## src/rtl/uart_duplex_param.sv

```systemverilog
// uart_duplex_param
//   Parametrised full-duplex UART. The receive and transmit halves run
//   independently and share only the clock and reset.
//   The receiver deserialises RX_BITS-wide instruction frames.
//   The transmitter serialises TX_BITS-wide response frames.
//   An optional parity bit follows the data bits in both directions.
//
// Ports
//   clk            system clock, rising edge
//   reset_n        asynchronous active-low reset
//   rx             serial input, idle high, asynchronous to clk
//   rx_data        last good received word, LSB received first
//   rx_valid       1-cycle pulse, rx_data just updated
//   rx_frame_err   1-cycle pulse, stop bit sampled low
//   rx_parity_err  1-cycle pulse, parity mismatch with a good stop bit
//   tx_start       send request, honoured only while tx_busy is low
//   tx_data        word to send, captured on the accepted tx_start
//   tx             serial output, idle high, registered
//   tx_busy        frame in progress
//   tx_done        1-cycle pulse as the stop bit completes
module uart_duplex_param #(
  parameter int CLK_FREQ   = 50_000_000,
  parameter int BAUD       = 115_200,
  parameter int RX_BITS    = 15,
  parameter int TX_BITS    = 8,
  parameter bit PARITY_EN  = 1'b0,
  parameter bit PARITY_ODD = 1'b0
) (
  input  logic               clk,
  input  logic               reset_n,
  input  logic               rx,
  output logic [RX_BITS-1:0] rx_data,
  output logic               rx_valid,
  output logic               rx_frame_err,
  output logic               rx_parity_err,
  input  logic               tx_start,
  input  logic [TX_BITS-1:0] tx_data,
  output logic               tx,
  output logic               tx_busy,
  output logic               tx_done
);

  localparam int CLKS_PER_BIT = CLK_FREQ / BAUD;
  localparam int CNT_W    = (CLKS_PER_BIT > 1) ? $clog2(CLKS_PER_BIT) : 1;
  localparam int RX_IDX_W = $clog2(RX_BITS + 1);
  localparam int TX_IDX_W = $clog2(TX_BITS + 1);

  localparam logic [CNT_W-1:0]    CNT_LAST = CNT_W'(CLKS_PER_BIT - 1);
  localparam logic [CNT_W-1:0]    CNT_HALF = CNT_W'(CLKS_PER_BIT / 2);
  // The transmit stop bit ends one count early: the cycle spent back in IDLE
  // is its final cycle, so a start accepted there follows with no gap.
  localparam logic [CNT_W-1:0]    CNT_STOP = CNT_W'(CLKS_PER_BIT - 2);
  localparam logic [RX_IDX_W-1:0] RX_LAST  = RX_IDX_W'(RX_BITS - 1);
  localparam logic [TX_IDX_W-1:0] TX_LAST  = TX_IDX_W'(TX_BITS - 1);

  typedef enum logic [2:0] {S_IDLE, S_START, S_DATA, S_PARITY, S_STOP} state_t;

  function automatic logic rx_parity(input logic [RX_BITS-1:0] d);
    return (^d) ^ PARITY_ODD;
  endfunction

  function automatic logic tx_parity(input logic [TX_BITS-1:0] d);
    return (^d) ^ PARITY_ODD;
  endfunction

  // Receive path
  logic                rx_meta, rx_sync;
  state_t              rx_state, rx_state_nxt;
  logic [CNT_W-1:0]    rx_cnt, rx_cnt_nxt;
  logic [RX_IDX_W-1:0] rx_idx, rx_idx_nxt;
  logic [RX_BITS-1:0]  rx_shreg, rx_shreg_nxt, rx_data_nxt;
  logic [RX_BITS:0]    rx_cat;
  logic                rx_par_bad, rx_par_bad_nxt;
  logic                rx_valid_nxt, rx_frame_err_nxt, rx_parity_err_nxt;

  // New bit enters at the MSB so the first received bit ends up at bit 0.
  assign rx_cat = {rx_sync, rx_shreg};

  always_comb begin
    rx_state_nxt      = rx_state;
    rx_cnt_nxt        = rx_cnt + 1'b1;
    rx_idx_nxt        = rx_idx;
    rx_shreg_nxt      = rx_shreg;
    rx_par_bad_nxt    = rx_par_bad;
    rx_data_nxt       = rx_data;
    rx_valid_nxt      = 1'b0;
    rx_frame_err_nxt  = 1'b0;
    rx_parity_err_nxt = 1'b0;
    case (rx_state)
      S_IDLE: begin
        rx_cnt_nxt = '0;
        if (!rx_sync) rx_state_nxt = S_START;
      end
      S_START: if (rx_cnt == CNT_HALF) begin
        rx_cnt_nxt   = '0;
        rx_idx_nxt   = '0;
        rx_state_nxt = rx_sync ? S_IDLE : S_DATA;
      end
      S_DATA: if (rx_cnt == CNT_LAST) begin
        rx_cnt_nxt   = '0;
        rx_shreg_nxt = rx_cat[RX_BITS:1];
        if (rx_idx == RX_LAST) begin
          rx_par_bad_nxt = 1'b0;
          rx_state_nxt   = PARITY_EN ? S_PARITY : S_STOP;
        end else begin
          rx_idx_nxt = rx_idx + 1'b1;
        end
      end
      S_PARITY: if (rx_cnt == CNT_LAST) begin
        rx_cnt_nxt     = '0;
        rx_par_bad_nxt = rx_sync ^ rx_parity(rx_shreg);
        rx_state_nxt   = S_STOP;
      end
      S_STOP: if (rx_cnt == CNT_LAST) begin
        rx_cnt_nxt   = '0;
        rx_state_nxt = S_IDLE;
        if (!rx_sync)       rx_frame_err_nxt  = 1'b1;
        else if (rx_par_bad) rx_parity_err_nxt = 1'b1;
        else begin
          rx_data_nxt  = rx_shreg;
          rx_valid_nxt = 1'b1;
        end
      end
      default: rx_state_nxt = S_IDLE;
    endcase
  end

  always_ff @(posedge clk or negedge reset_n) begin
    if (!reset_n) begin
      rx_meta       <= 1'b1;
      rx_sync       <= 1'b1;
      rx_state      <= S_IDLE;
      rx_cnt        <= '0;
      rx_idx        <= '0;
      rx_par_bad    <= 1'b0;
      rx_data       <= '0;
      rx_valid      <= 1'b0;
      rx_frame_err  <= 1'b0;
      rx_parity_err <= 1'b0;
    end else begin
      rx_meta       <= rx;
      rx_sync       <= rx_meta;
      rx_state      <= rx_state_nxt;
      rx_cnt        <= rx_cnt_nxt;
      rx_idx        <= rx_idx_nxt;
      rx_par_bad    <= rx_par_bad_nxt;
      rx_data       <= rx_data_nxt;
      rx_valid      <= rx_valid_nxt;
      rx_frame_err  <= rx_frame_err_nxt;
      rx_parity_err <= rx_parity_err_nxt;
    end
  end

  always_ff @(posedge clk) rx_shreg <= rx_shreg_nxt;

  // Transmit path
  state_t              tx_state, tx_state_nxt;
  logic [CNT_W-1:0]    tx_cnt, tx_cnt_nxt;
  logic [TX_IDX_W-1:0] tx_idx, tx_idx_nxt;
  logic [TX_BITS-1:0]  tx_shreg, tx_shreg_nxt, tx_shifted;
  logic                tx_par, tx_par_nxt;
  logic                tx_nxt, tx_busy_nxt, tx_done_nxt;

  assign tx_shifted = tx_shreg >> 1;

  always_comb begin
    tx_state_nxt = tx_state;
    tx_cnt_nxt   = tx_cnt + 1'b1;
    tx_idx_nxt   = tx_idx;
    tx_shreg_nxt = tx_shreg;
    tx_par_nxt   = tx_par;
    tx_nxt       = tx;
    tx_busy_nxt  = tx_busy;
    tx_done_nxt  = 1'b0;
    case (tx_state)
      S_IDLE: begin
        tx_cnt_nxt = '0;
        if (tx_start) begin
          tx_shreg_nxt = tx_data;
          tx_par_nxt   = tx_parity(tx_data);
          tx_nxt       = 1'b0;
          tx_busy_nxt  = 1'b1;
          tx_state_nxt = S_START;
        end
      end
      S_START: if (tx_cnt == CNT_LAST) begin
        tx_cnt_nxt   = '0;
        tx_idx_nxt   = '0;
        tx_nxt       = tx_shreg[0];
        tx_state_nxt = S_DATA;
      end
      S_DATA: if (tx_cnt == CNT_LAST) begin
        tx_cnt_nxt = '0;
        if (tx_idx == TX_LAST) begin
          tx_nxt       = PARITY_EN ? tx_par : 1'b1;
          tx_state_nxt = PARITY_EN ? S_PARITY : S_STOP;
        end else begin
          tx_shreg_nxt = tx_shifted;
          tx_nxt       = tx_shifted[0];
          tx_idx_nxt   = tx_idx + 1'b1;
        end
      end
      S_PARITY: if (tx_cnt == CNT_LAST) begin
        tx_cnt_nxt   = '0;
        tx_nxt       = 1'b1;
        tx_state_nxt = S_STOP;
      end
      S_STOP: if (tx_cnt == CNT_STOP) begin
        tx_cnt_nxt   = '0;
        tx_done_nxt  = 1'b1;
        tx_busy_nxt  = 1'b0;
        tx_state_nxt = S_IDLE;
      end
      default: tx_state_nxt = S_IDLE;
    endcase
  end

  always_ff @(posedge clk or negedge reset_n) begin
    if (!reset_n) begin
      tx_state <= S_IDLE;
      tx_cnt   <= '0;
      tx_idx   <= '0;
      tx       <= 1'b1;
      tx_busy  <= 1'b0;
      tx_done  <= 1'b0;
    end else begin
      tx_state <= tx_state_nxt;
      tx_cnt   <= tx_cnt_nxt;
      tx_idx   <= tx_idx_nxt;
      tx       <= tx_nxt;
      tx_busy  <= tx_busy_nxt;
      tx_done  <= tx_done_nxt;
    end
  end

  always_ff @(posedge clk) begin
    tx_shreg <= tx_shreg_nxt;
    tx_par   <= tx_par_nxt;
  end

endmodule

```

## config.mk

```make
export PLATFORM = sky130hd
export DESIGN_NAME = uart_duplex_param
export DESIGN_NICKNAME = d
export VERILOG_FILES = /design/src/rtl/uart_duplex_param.sv
export SDC_FILE = /design/constraint.sdc
export NUM_CORES = 1
export LEC_CHECK = 0
export CELL_PAD_IN_SITES_DETAIL_PLACEMENT = 0
export CELL_PAD_IN_SITES_GLOBAL_PLACEMENT = 2
export CORE_ASPECT_RATIO = 1.5
export CORE_MARGIN = 4
export CORE_UTILIZATION = 35
export DETAILED_ROUTE_END_ITERATION = 10
export HOLD_SLACK_MARGIN = 0.1
export PLACE_DENSITY_LB_ADDON = 0.05
export SETUP_SLACK_MARGIN = 0.1
export SLEW_MARGIN = 20
export SYNTH_ARGS = -nofsm -noshare
export SYNTH_HDL_FRONTEND = slang
export SYNTH_SLANG_ARGS = --single-unit
```

## constraint.sdc

```tcl
create_clock -name clk -period 1.94 [get_ports clk]
set_input_delay 0.388 -clock clk [delete_from_list [all_inputs] [get_ports clk]]
set_output_delay 0.388 -clock clk [all_outputs]
set_load 0.005 [all_outputs]
```

==> flow_metrics.py <==
metrics = {
    "grt": {
        "antenna_found_initial": 0,
        "grt_max_degree": 57,
        "globalRoute.totalOverflow": 0,
        "grt_pass1_vias": 2367,
        "grt_usage": 0.122,
        "grt_pass1_wl_um": 11600,
    },
    "clocking": {
        "cts_buffers": 9,
        "cts.sinks": 79,
        "htreeDepth": 3,
        "cts_buffer_depth": 2,
        "cts_tree": "built",
        "clkTransAtPathRegs_ns": 0.06,
        "clock_latency_ns": 0.34,
        "root_buffer": "clkbuf_16",
    },
    "timing": {
        "period_share": 1.01,
        "period_needed_ns": 1.95,
        "tightest_slew_ns": 0.401,
        "setup_viol": 8,
        "timing_hold_violations_final": 0,
        "rsz0062_at_grt": "yes",
        "fmax_mhz": 512,
        "fin_ws_ns": -0.0131,
        "slew_headroom": 0.730,
        "slew_viol_final": 0,
        "fin_skew_ns": 0.00753,
    },
    "critical_path": {
        "critPathBufInv": 1,
        "r2r_cells": 6,
        "cpPeakStageDelay_ns": 0.61,
        "cp_slowest_cell": "or4b_4",
        "cp_cell_sequence": "inv_1 > ha_1 > and4b_2 > nand2_4 > or4b_4 > mux2_4",
        "worstReg2RegStart": "rx_cnt[1]",
        "worstReg2RegEnd": "rx_data[11]",
        "rrSetupSlack_ns": -0.01,
        "critPathMaxFanout": 8,
        "path_class": "reg2reg",
        "critPathLaunchType": "register",
        "endpoint_kind": "register",
        "required_ns": 2.16,
        "cp_top_family": "simple AND/OR/NAND/NOR gates",
        "cp_data_arrival_time_ns": 2.17,
    },
    "pwr": {
        "swShare": 0.242,
        "comb_power_share": 0.066,
        "p_int_mw": 2.78,
        "peakVddDrop_mv": 0.405,
        "power.switching_mw": 0.887,
        "seq_power_share": 0.504,
        "clkPwrFrac": 0.431,
        "power_density_nw_per_um2": 797,
        "p_leak_nw": 1.96,
    },
    "detailed_routing": {
        "finalWirelength_um": 6930,
        "antenna_left": 0,
        "drtIter0Drc": 107,
        "first_pass_iters": 4,
        "drc_errors": 0,
        "vias": 2381,
        "vias_per_cell": 4.97,
        "wl_per_cell_um": 14.5,
    },
    "die": {
        "fp.coreArea_um2": 10100,
        "dieArea_um2": 12000,
        "start_util": 0.355,
        "rows": 45,
        "io-pin-count": 33,
        "dieHeight_um": 132,
        "die_w_um": 90.6,
    },
    "layout": {
        "drive_gt1_frac": 0.240,
        "fillers": 944,
        "nets": 377,
        "layoutNonFillerInstCount": 479,
        "areaGrowthSynthToFinish_pct": 28.4,
        "n_antenna_cell": 0,
        "utilization": 0.456,
    },
    "min_path": {
        "whs_path_depth": 0,
        "min_path_type": "reg2reg",
        "min_to": "rx_sync",
        "hold_start": "rx_meta",
    },
    "placement": {
        "port_buffers": 32,
        "gp_congestion": 0.727,
        "dp.cells": 456,
        "hpwlAfterDp_um": 4550,
    },
    "logic_synthesis": {
        "yosysMostFrequentCell": "dfrtp_1",
        "synthSimpleGateAreaFrac": 0.138,
        "synth_cell_types": 46,
        "syn_avg_cell_area_um2": 12.2,
        "yosysWarnings": 0,
        "synth_top_area_share": 0.370,
        "synthCells": 294,
        "syn-num-nets": 314,
        "synth-xor-area-share": 0.0709,
        "ys.flop_type": "dfrtp_1",
        "ys_ff_latch": 79,
        "synth_compound_area_frac": 0.0720,
        "synth_area_leaders": "dfrtp_1, edfxtp_1, xnor2_1",
        "synth-edff-count": 23,
        "synth_fa_ha_area_frac": 0.0279,
        "syn_area_um2": 3580,
        "synth_top_family_by_area": "simple AND/OR/NAND/NOR gates",
        "ys_async_sr_fraction": 0.709,
        "ys_seq_area_frac": 0.585,
        "yosys-top-cells-count": "dfrtp_1, nor2_1, edfxtp_1, nand2_1, xnor2_1",
        "synthMuxAreaShare": 0.0786,
        "yosysTopAreaCell": "dfrtp_1",
    },
    "job": {
        "maxCapViolations": 0,
    },
    "run_status": {
        "violations": "setup timing",
        "status": "finished, violations left",
    },
}
## area by class of cell
cell class	instances	area, um2	area share
repair buffers	61	576	0.125
multi-input cells	197	1460	0.318
clock inverters	7	57.6	0.0125
inverters	9	33.8	0.00735
clock buffers	9	225	0.0490
well taps	117	146	0.0318
flip-flops and latches	79	2100	0.456
## worst max-delay path by stage
| stage | from | end | slack [ns] | cells after the start |
|---|---|---|---|---|
| floorplan | rx_cnt[1] | rx_data[10] | -0.19 | 9 |
| detailed placement | rx_cnt[1] | rx_data[11] | -0.09 | 6 |
| finish | rx_cnt[1] | rx_data[11] | -0.01 | 6 |
| global placement | rx_cnt[1] | rx_data[10] | -0.06 | 6 |
| CTS | rx_cnt[1] | rx_data[11] | -0.009 | 6 |
| global route | rx_cnt[1] | rx_data[12] | -0.08 | 6 |
## cells by family (layout without fill, tap and decap cells)
logic type / Yosys count / in the layout
multiplexers: 22 / 22
flip-flops: 79 / 79
XOR/XNOR: 29 / 29
adder cells (fa/ha/maj): 8 / 8
AND/OR/NAND/NOR: 96 / 97
buffers and inverters: 19 / 86
AO/OA/AOI/OAI: 41 / 41
## placed cells by master, fill, tap and decap left out, types with 8 or more instances in the layout
master,synthesis,layout
dfrtp_1,53,53
nor2_1,32,31
clkdlybuf4s50_1,0,31
edfxtp_1,23,23
buf_4,1,22
xnor2_1,19,19
nand2_1,19,18
o21ai_0,17,17
mux2_4,9,15
xor2_1,10,10
inv_1,9,9
nand3_1,9,9
clkbuf_16,0,9
ha_1,8,8
## per-stage QoR
stage                     setup TNS, ns  cell area [um2]  hold slack, ns  setup slack (ns)  power (mW)
after CTS                       -0.0178             4540           0.359          -0.00933        3.73
final                           -0.0531             4600           0.358           -0.0131        3.66
after global placement           -0.669             4180           0.348           -0.0554        2.11
after floorplan                   -3.99             3590          0.0924            -0.193        2.00
after detailed placement          -1.10             4180           0.350           -0.0864        2.12
after global routing              -1.06             4600           0.367           -0.0841        3.85
## power groups by stage
stage / Clock [mW] / Sequential [mW] / Combinational, mW
2_1_floorplan: 0 / 1.86 / 0.148
3_3_place_gp: 0 / 1.88 / 0.235
3_5_place_dp: 0 / 1.88 / 0.241
4_1_cts: 1.64 / 1.85 / 0.242
5_1_grt: 1.71 / 1.86 / 0.281
6_report: 1.58 / 1.85 / 0.240
## state kept, by name (all words and copies together) (netlist names), 3 cells and up
signal    count
tx_shreg      8
tx_cnt        9
tx_idx        4
rx_idx        4
rx_state      3
tx_state      3
rx_data      15
rx_shreg     15
rx_cnt        9
## routing by layer
| metal | routed length (um) | track usage | up-vias | part of all wire |
|---|---|---|---|---|
| li1 | - | - | 1160 | - |
| met1 | 3150 | 0.153 | 1173 | 0.45 |
| met2 | 3440 | 0.194 | 40 | 0.50 |
| met3 | 228 | 0.0394 | 8 | 0.033 |
| met4 | 110 | 0.0537 | 0 | 0.016 |
| met5 | 0 | 0 | - | 0 |
## repair_timing
action | CTS | global route
hold buffers | 1 | 0
setup buffers | 3 | 1
setup endpoints to repair | 15 | 53
hold endpoints to repair | 53 | 0
gates resized for setup | 9 | 13
pin swaps | 2 | 1
gates cloned | 1 | 1
(Power assumes the default switching activity.)
